--- src/rtl/fifo_write_arbiter.sv ---
// fifo_write_arbiter
//   Round-robin arbiter that shares the single write port of one FIFO between
//   NUM_REQ producers. Each grant is a burst of up to BURST_LEN beats, and
//   accepted beats reach the FIFO one cycle later through registered outputs.
//   FIFO almost_full gates req_ready, so the FIFO is never written while full
//   provided its almost-full threshold is at least one.
//   Optional feature: define FIFO_ARB_STATS_EN to get a per-requester counter
//   of written beats on stat_beats. Otherwise stat_beats is tied to zero and
//   stat_clr is ignored.
module fifo_write_arbiter #(
    parameter int NUM_REQ    = 4,
    parameter int DATA_WIDTH = 8,
    parameter int BURST_LEN  = 4,
    parameter int CNT_W      = 16
) (
    input  logic                          clk,
    input  logic                          rst,
    input  logic [NUM_REQ-1:0]            req_valid,
    input  logic [NUM_REQ*DATA_WIDTH-1:0] req_data,
    output logic [NUM_REQ-1:0]            req_ready,
    input  logic                          fifo_almost_full,
    output logic                          fifo_wr_en,
    output logic [DATA_WIDTH-1:0]         fifo_wr_data,
    output logic [$clog2(NUM_REQ)-1:0]    grant_id,
    output logic                          busy,
    input  logic                          stat_clr,
    output logic [NUM_REQ*CNT_W-1:0]      stat_beats
);

    localparam int GW = $clog2(NUM_REQ);
    localparam int BW = $clog2(BURST_LEN + 1);
    localparam logic [BW-1:0] LAST_BEAT = BW'(BURST_LEN - 1);
    localparam logic [GW-1:0] LAST_REQ  = GW'(NUM_REQ - 1);

    typedef enum logic {
        IDLE  = 1'b0,
        BURST = 1'b1
    } state_t;

    state_t          state;
    logic [GW-1:0]   last_grant;
    logic [BW-1:0]   beat_cnt;
    logic [GW-1:0]   next_grant;
    logic [GW-1:0]   cand;
    logic            found;
    logic            handshake;
    logic [DATA_WIDTH-1:0] req_words [NUM_REQ];

    // Unpack the flat requester data bus into one word per requester.
    for (genvar i = 0; i < NUM_REQ; i++) begin : g_unpack
        assign req_words[i] = req_data[i*DATA_WIDTH +: DATA_WIDTH];
    end

    // Round-robin pick: first valid requester after last_grant, wrapping.
    always_comb begin
        // NOTE: every variable gets a default before the loop, so no path
        // through this block can leave one unassigned and infer a latch.
        next_grant = last_grant;
        cand       = '0;
        found      = 1'b0;
        for (int k = 1; k <= NUM_REQ; k++) begin
            cand = GW'((int'(last_grant) + k) % NUM_REQ);
            if (!found && req_valid[cand]) begin
                next_grant = cand;
                found      = 1'b1;
            end
        end
    end

    assign handshake = (state == BURST) && req_valid[grant_id] && !fifo_almost_full;
    assign busy      = (state == BURST);

    // Only the granted requester sees ready, and only while the FIFO has room.
    always_comb begin
        req_ready = '0;
        if (state == BURST) begin
            req_ready[grant_id] = ~fifo_almost_full;
        end
    end

    // Arbitration FSM and registered write path.
    always_ff @(posedge clk) begin
        // NOTE: non-blocking assignments throughout, so every register here
        // samples the pre-edge values regardless of statement order.
        if (rst) begin
            state        <= IDLE;
            last_grant   <= LAST_REQ;
            grant_id     <= '0;
            beat_cnt     <= '0;
            fifo_wr_en   <= 1'b0;
            fifo_wr_data <= '0;
        end else begin
            fifo_wr_en <= handshake;
            if (handshake) begin
                fifo_wr_data <= req_words[grant_id];
            end
            case (state)
                IDLE: begin
                    if (|req_valid) begin
                        grant_id   <= next_grant;
                        last_grant <= next_grant;
                        beat_cnt   <= '0;
                        state      <= BURST;
                    end
                end
                BURST: begin
                    if (!req_valid[grant_id]) begin
                        state <= IDLE;
                    end else if (handshake) begin
                        beat_cnt <= beat_cnt + BW'(1);
                        if (beat_cnt == LAST_BEAT) begin
                            state <= IDLE;
                        end
                    end
                end
                default: state <= IDLE;
            endcase
        end
    end

`ifdef FIFO_ARB_STATS_EN
    logic [CNT_W-1:0] stat_cnt [NUM_REQ];

    // Per-requester beat counters; clear or reset wins over an increment.
    always_ff @(posedge clk) begin
        if (rst || stat_clr) begin
            // NOTE: this array is a handful of architecturally visible
            // counters, so it is reset; bulk storage arrays normally are not.
            for (int i = 0; i < NUM_REQ; i++) begin
                stat_cnt[i] <= '0;
            end
        end else if (handshake) begin
            stat_cnt[grant_id] <= stat_cnt[grant_id] + CNT_W'(1);
        end
    end

    for (genvar i = 0; i < NUM_REQ; i++) begin : g_stat_pack
        assign stat_beats[i*CNT_W +: CNT_W] = stat_cnt[i];
    end
`else
    logic unused_stat_clr;

    assign stat_beats      = '0;
    assign unused_stat_clr = stat_clr;
`endif

endmodule
--- config.mk ---
export PLATFORM = sky130hd
export DESIGN_NAME = fifo_write_arbiter
export DESIGN_NICKNAME = d
export VERILOG_FILES = /design/src/rtl/fifo_write_arbiter.sv
export SDC_FILE = /design/constraint.sdc
export NUM_CORES = 1
export LEC_CHECK = 0
export ABC_AREA = 1
export CAP_MARGIN = 20
export CORE_MARGIN = 1.5
export CORE_UTILIZATION = 36
export DETAILED_ROUTE_END_ITERATION = 6
export GPL_ROUTABILITY_DRIVEN = 0
export GPL_TIMING_DRIVEN = 0
export HOLD_SLACK_MARGIN = 0.06
export PLACE_DENSITY_LB_ADDON = 0.08
export REMOVE_ABC_BUFFERS = 1
export SETUP_SLACK_MARGIN = 0.05
export SYNTH_ARGS = -nofsm -noshare
export SYNTH_HDL_FRONTEND = slang
export SYNTH_SLANG_ARGS = --single-unit
export TNS_END_PERCENT = 30
--- constraint.sdc ---
create_clock -name clk -period 4.4 [get_ports clk]
set_input_delay 0.88 -clock clk [delete_from_list [all_inputs] [get_ports clk]]
set_output_delay 0.88 -clock clk [all_outputs]
set_load 0.01 [all_outputs]
==> key figures, run 1 <==
Final layout
  • Area Overhead vs Synth: 24.2%
  • Final core utilization: between 40% and 50%
  • Diode count: 0
  • Fin nets: between 300 and 400
  • Layout cells sized above 1: under 10%

Setup path
  • Reg-to-reg critical path startpoint: grant_id[1]
  • Worst EP required: between 3 and 4 ns
  • Worst setup SP type: input port
  • WP data arrival: 2.38 ns
  • Reg2reg setup slack: 2.36 ns
  • R2R depth: 9
  • CP Max Fanout: 4
  • Crit end category: output port
  • RR Endpoint: beat_cnt[2]
  • Setup Crit Path Kind: input port to output port

Die
  • Starting Density: between 30% and 40%
  • Die Height: 68.6 um
  • Ports: 120
  • Die Area: around 0.0047 mm^2
  • Placement Rows: 23
  • Die Width: ~69 um
  • Core area: just over 0.004 mm^2

Routing
  • Antenna Nets Post-Route: 0
  • First-pass DRT Iterations: 4
  • Vias: roughly 1400
  • Vias/cell: roughly 4.4
  • Routed wire per std cell: approximately 11 um
  • WL final: 3.51 mm
  • Number of DRC markers in iteration 0: 60
  • DRC: 0

STA
  • Fin crit share: ~74%
  • Fin Hold WS: between 0.4 and 0.5 ns
  • Hold Violations, Final: 0
  • FMAX: a little over 300 MHz
  • Slew headroom: a little under half
  • Final min period: ~3.3 ns
  • Final clock skew: just under 0.004 ns
  • Unrepaired setup endpoints after global routing: no
  • Worst slew pin tran: between 0.8 and 0.9 ns
  • Worst setup margin: ~1.1 ns
  • Fin. max-slew vios: 0
  • # setup viols final: 0
  • Setup TNS: 0 ns

Worst hold path
  • HP Start: beat_cnt[2]
  • WHS Path Cells: 2
  • WHS Endpoint: beat_cnt[2]
  • Hold crit path type: flop to flop

Synth
  • Asr flop ratio synth: 0%
  • Seq/Total Area, Yosys: 22.0%
  • Top-count cell post-synth: buf_4
  • Cell accounting for the most synthesized area: buf_4
  • Synth top cells by count: 65 x buf_4, 53 x nand2_1, 25 x a21oi_1
  • Synth Register Bits: 17
  • Top cells by area, synth: buf_4 32%, dfxtp_1 22%, nand2_1 13%, a21oi_1 8.1%, a221oi_1 5.1%
  • Mapped Area: ~0.0015 mm^2
  • Post-synth top flop: dfxtp_1
  • Top-area cell type share of the netlist area: a little under a third
  • Number of enable flip-flop cells after synthesis: 0
  • Yosys warns: 0
  • Netlist cell types: 22
  • Post-Synthesis Cells: ~230
  • Syn avg cell area: slightly below 7 um^2

CTS
  • CTS max path bufs: 2
  • Post-CTS Resized: 0
  • Post-CTS setup buffer count: 0
  • CTS sink cnt: 17
  • Num CTS Buffers: 3
  • CTS H-Tree Depth: 1
  • Reg clk slew, reported paths: about 0.070 ns
  • CTS Root Buffer Type: clkbuf_8
  • Skew-Pair Late Insertion Delay: roughly 0.24 ns
  • CTS tree: built
  • Hold buffers post-CTS: 0

Run status
  • Outcome: complete, no violations

GRT
  • GRT Resource Usage Total: between 10% and 20%
  • Initial antenna violation count: 0
  • Number of global-route vias before repair: around 1100
  • Gr ovfl total: 0
  • First-pass GRT wire length: a little under 5 mm
  • Pin count of the biggest net entering global routing: 20

Place
  • IO Port Bufs: 54
  • Dpl hpwl: approximately 2.7 mm
  • Pre-CTS setup slack: approximately 1.1 ns

Run
  • Max Cap Viol: 0

Power
  • Maximum vdd drop: approximately 0.00026 V
  • Leak: a little over 0.0009 uW
  • Power per Cell Area: ~400 mW/mm^2
-- stage by stage --
step           cell area [um^2]  total power [uW]  std cells
4_1_cts                    1920               780        329
3_3_place_gp               1880               656        325
6_report                   1920               771        329
2_1_floorplan              1280               505        221
3_5_place_dp               1880               661        325
5_1_grt                    1920               850        329
-- state kept, by name, indices dropped and copies added (netlist names) --
register and cells:
fifo_wr_data 8, grant_id 2, last_grant 2, fifo_wr_en 1
beat_cnt 3, busy 1
-- area by class of cell --
type	count	area, um^2
clock buffers	4	45.0
fillers	450	2130
inverters	14	52.6
multi-input cells	190	883
flip-flops and latches	17	340
well taps	50	62.6
repair buffers	54	541
-- power breakdown --
group	switching [uW]	internal [uW]
Combinational	232	173
Sequential	66.3	183
Clock	52.1	64.1
-- worst max-delay path by stage --
stage	start	to	slack (ns)	cells past startpoint
2_1_floorplan	fifo_almost_full	req_ready[0]	2.23	3
3_3_place_gp	fifo_almost_full	req_ready[0]	1.08	5
3_5_place_dp	fifo_almost_full	req_ready[0]	1.10	5
4_1_cts	fifo_almost_full	req_ready[0]	1.10	5
5_1_grt	fifo_almost_full	req_ready[0]	1.0	5
6_report	fifo_almost_full	req_ready[0]	1.14	5
-- layout by cell type, fill, tap and decap left out, drive strengths merged --
master / Yosys / layout
conb: 1 / 64
nand2: 55 / 55
or2: 1 / 1
a221oi: 9 / 9
o211ai: 1 / 1
a21oi: 25 / 25
ha: 2 / 2
inv: 14 / 14
o21ai: 10 / 10
nand4: 2 / 2
dfxtp: 17 / 17
nor2: 9 / 9
clkdlybuf4s50: 0 / 54
clkbuf: 2 / 4
nor3: 3 / 3
nand3: 9 / 9
-- routing by layer --
| layer | part of all wire, % | GRT usage (%) |
|---|---|---|
| met1 | 42 | 18.2 |
| met2 | 48 | 23.9 |
| met3 | 8.9 | 2.27 |
| met4 | 0.60 | 2.25 |
| met5 | 0 | 0 |
-- worst max-delay path: stages --
cell	delay, ns
clkdlybuf4s50_1	0.54
nor2_1	0.15
inv_1	0.09
nor3_1	0.15
clkdlybuf4s50_1	0.57
-- kinds of logic (layout without fill, tap and decap cells) --
| family | Yosys count | after routing | synth area share (%) |
|---|---|---|---|
| other cells | 1 | 64 | 0.242 |
| fa+ha+maj | 2 | 2 | 1.62 |
| buf+inv | 84 | 72 | 36.3 |
| simple gates | 79 | 79 | 23.0 |
| compound gates | 45 | 45 | 16.9 |
| flops | 17 | 17 | 22.0 |
Note: power is estimated with default switching activity, not from simulation.
==> inputs of run 2 (changes only) <==
--- a/config.mk
+++ b/config.mk
@@ -8,7 +8,7 @@
 export ABC_AREA = 1
 export CAP_MARGIN = 20
 export CORE_MARGIN = 1.5
-export CORE_UTILIZATION = 36
+export CORE_UTILIZATION = 31
 export DETAILED_ROUTE_END_ITERATION = 6
 export GPL_ROUTABILITY_DRIVEN = 0
 export GPL_TIMING_DRIVEN = 0
==> constraint.sdc (replaced) <==
create_clock -name clk -period 2.7 [get_ports clk]
set_input_delay 0.54 -clock clk [delete_from_list [all_inputs] [get_ports clk]]
set_output_delay 0.54 -clock clk [all_outputs]
set_load 0.01 [all_outputs]
==> key figures, run 2 (synthesis results as in run 1) <==
Worst hold path
  • HP Start: beat_cnt[2] (unchanged)
  • Hold crit path type: flop to flop (unchanged)
  • WHS Endpoint: beat_cnt[2] (unchanged)
  • WHS Path Cells: 2 (unchanged)

STA
  • # setup viols final: 0 (unchanged)
  • Fin crit share: between 90 and 100%
  • Unrepaired setup endpoints after global routing: no (unchanged)
  • Hold Violations, Final: 0 (unchanged)
  • FMAX: just over 400 MHz
  • Fin. max-slew vios: 0 (unchanged)
  • Worst setup margin: 0.237 ns (was 1.14 ns)
  • Setup TNS: 0 ns (unchanged)
  • Worst slew pin tran: 0.602 ns (was 0.823 ns)
  • Final min period: roughly 2.5 ns
  • Slew headroom: 59.8% (was 45.1%)
  • Final clock skew: 0.00441 ns (was 0.00393 ns)

Die
  • Ports: 120 (unchanged)
  • Die Area: 0.00543 mm^2 (was 0.00471 mm^2)
  • Die Width: 73.7 um (was 68.6 um)
  • Die Height: 73.7 um (was 68.6 um)
  • Starting Density: 32.6% (was 38.2%)
  • Placement Rows: 25 (was 23)
  • Core area: 0.00475 mm^2 (was 0.00406 mm^2)

Routing
  • DRC: 0 (unchanged)
  • Vias: 1438 (was 1433)
  • WL final: 3.67 mm (was 3.51 mm)
  • Routed wire per std cell: 10.6 um (was 10.7 um)
  • First-pass DRT Iterations: 4 (unchanged)
  • Number of DRC markers in iteration 0: 41 (was 60)
  • Antenna Nets Post-Route: 0 (unchanged)
  • Vias/cell: 4.16 (was 4.36)

CTS
  • CTS max path bufs: 2 (unchanged)
  • Post-CTS setup buffer count: 0 (unchanged)
  • CTS H-Tree Depth: 1 (unchanged)
  • Num CTS Buffers: 3 (unchanged)
  • Reg clk slew, reported paths: 0.07 ns (about the same)
  • CTS sink cnt: 17 (unchanged)
  • CTS tree: built (unchanged)
  • Skew-Pair Late Insertion Delay: 0.26 ns (was 0.24 ns)
  • CTS Root Buffer Type: clkbuf_8 (unchanged)

Power
  • Seq pwr share: 32.1% (was 32.4%)
  • Power per Cell Area: 648 mW/mm^2 (was 400 mW/mm^2)
  • Leak: 0.000925 uW (was 0.000913 uW)
  • Maximum vdd drop: 0.000250 V (was 0.000255 V)
  • Sw frac: 45.9% (was 45.4%)
  • Clock Power Share: 15.7% (was 15.1%)
  • Internal power: 684 uW (was 420 uW)
  • Logic gate share of total power: 52.2% (was 52.5%)
  • NetSw: 581 uW (was 350 uW)

Setup path
  • Worst setup SP type: flop (was input port)
  • CP max stage cell: dfxtp_1 (was clkdlybuf4s50_1)
  • Crit. Startpoint: grant_id[1] (was fifo_almost_full)
  • Crit end category: output port (unchanged)
  • Setup Crit Path Kind: flop to output port (was input port to output port)
  • CP Max Fanout: 15 (was 4)
  • Worst-path cell chain: inv_2 -> nor3_1 -> clkdlybuf4s50_1 (was clkdlybuf4s50_1 -> nor2_1 -> inv_1 -> nor3_1 -> clkdlybuf4s50_1)
  • R2R depth: 9 (unchanged)
  • RR Endpoint: beat_cnt[2] (unchanged)
  • Reg-to-reg critical path startpoint: grant_id[1] (unchanged)
  • WP data arrival: 1.92 ns (was 2.38 ns)
  • Max incr delay on CP: 0.71 ns (was 0.57 ns)
  • Reg2reg setup slack: 0.66 ns (was 2.36 ns)
  • Top delay family on crit path: buffers and inverters (unchanged)
  • CP bufs+invs: 2 (was 3)
  • Worst EP required: 2.16 ns (was 3.52 ns)

Final layout
  • Layout cells sized above 1: 5.02% (was 4.30%)
  • Most frequent cells in the layout: 64 x conb_1, 53 x nand2_1, 53 x clkdlybuf4s50_1 (was 64 x conb_1, 54 x clkdlybuf4s50_1, 53 x nand2_1)
  • Diode count: 0 (unchanged)
  • Fin nets: 322 (unchanged)
  • Regs by FF count: fifo_wr_data: 8 flops, beat_cnt: 3 flops (unchanged)
  • Area Overhead vs Synth: 25.9% (was 24.2%)
  • Commonest non-fill, non-tap cell in the layout: conb_1 (unchanged)
  • Max reg flops: 8 (unchanged)
  • Reg with most FFs: fifo_wr_data (unchanged)

GRT
  • Pin count of the biggest net entering global routing: 20 (unchanged)
  • First-pass GRT wire length: 5.86 mm (was 4.93 mm)
  • Number of global-route vias before repair: 1294 (was 1105)
  • Initial antenna violation count: 0 (unchanged)
  • GRT Resource Usage Total: 13.8% (about the same)
  • Gr ovfl total: 0 (unchanged)

Run
  • Max Cap Viol: 0 (unchanged)

Place
  • Pre-CTS setup slack: 0.117 ns (was 1.10 ns)
  • Dpl hpwl: 2.83 mm (was 2.72 mm)
  • IO Port Bufs: 54 (unchanged)

Run status
  • Outcome: complete, no violations (unchanged)
[run 2: cell count changes in the layout (fill, tap and decap cells not counted)]
cell | previous run | this run
clkinv_2 | 0 | 1
dfxtp_2 | 0 | 1
dfxtp_1 | 17 | 16
clkdlybuf4s50_1 | 54 | 53
clkbuf_1 | 1 | 0
dlymetal6s2s_1 | 0 | 1
[run 2: worst reg2reg max path, stage by stage (launching register included)]
cell     delay [ns]
dfxtp_1        0.71
inv_2          0.17
nor2_8         0.20
nand2_2        0.06
nand4_1        0.09
nand2_2        0.11
nor2_8         0.24
inv_2          0.08
or2_0          0.20
a21oi_1        0.13
[run 2: worst max-delay path by stage]
stage              endpoint  slack, ns  depth (start not counted)
3_5_place_dp   req_ready[2]       0.12                          5
4_1_cts        req_ready[2]       0.12                          5
2_1_floorplan  req_ready[1]       0.95                          2
6_report       req_ready[2]       0.24                          3
5_1_grt        req_ready[2]       0.07                          3
3_3_place_gp   req_ready[0]       0.11                          5
[run 2: metrics by stage]
stage          power (uW)  hold slack [ns]  area, um^2  cells  utilization, %
2_1_floorplan         822            0.429        1280    221               -
3_3_place_gp         1080            0.453        1900    342            40.0
3_5_place_dp         1080            0.451        1900    342            40.0
4_1_cts              1280            0.464        1950    346            41.0
5_1_grt              1400            0.478        1950    346            41.0
6_report             1260            0.463        1950    346            41.0
[run 2: power by group through the flow]
| stage | logic, uW | clock network, uW | registers (uW) |
|---|---|---|---|
| floorplan | 427 | 0 | 395 |
| global placement | 666 | 0 | 412 |
| detailed placement | 664 | 0 | 413 |
| CTS | 666 | 205 | 408 |
| global route | 759 | 217 | 426 |
| finish | 659 | 199 | 406 |
[run 2: cell type report]
cell class              count  area [um^2]
clock buffers               3         41.3
clock inverters             1         5.00
fillers                   526         2800
inverters                  14         52.6
multi-input cells         190          883
flip-flops and latches     17          342
well taps                  67         83.8
repair buffers             54          543
[run 2: metal layers]
layer	part of all wire, %	routed length [um]	track usage (%)	vias up
li1	-	-	-	720
met1	43	1590	17.8	633
met2	47	1720	23.0	80
met3	8.7	319	2.74	5
met4	1.1	40	4.32	0
met5	0	0	0	-
[run 2: timing repair]
item / 4_1_cts / 5_1_grt
resized for setup: 1 / 1
hold buffers: 0 / 0
setup endpoints to repair: 1 / 3
==> inputs of run 3 (changes only) <==
--- a/config.mk
+++ b/config.mk
@@ -9,6 +9,7 @@
 export CAP_MARGIN = 20
 export CORE_MARGIN = 1.5
 export CORE_UTILIZATION = 31
+export CTS_CLUSTER_DIAMETER = 30
 export DETAILED_ROUTE_END_ITERATION = 6
 export GPL_ROUTABILITY_DRIVEN = 0
 export GPL_TIMING_DRIVEN = 0
==> results of run 3 <==
No change in the layout: final DEF, timing and power equal those of run 2.
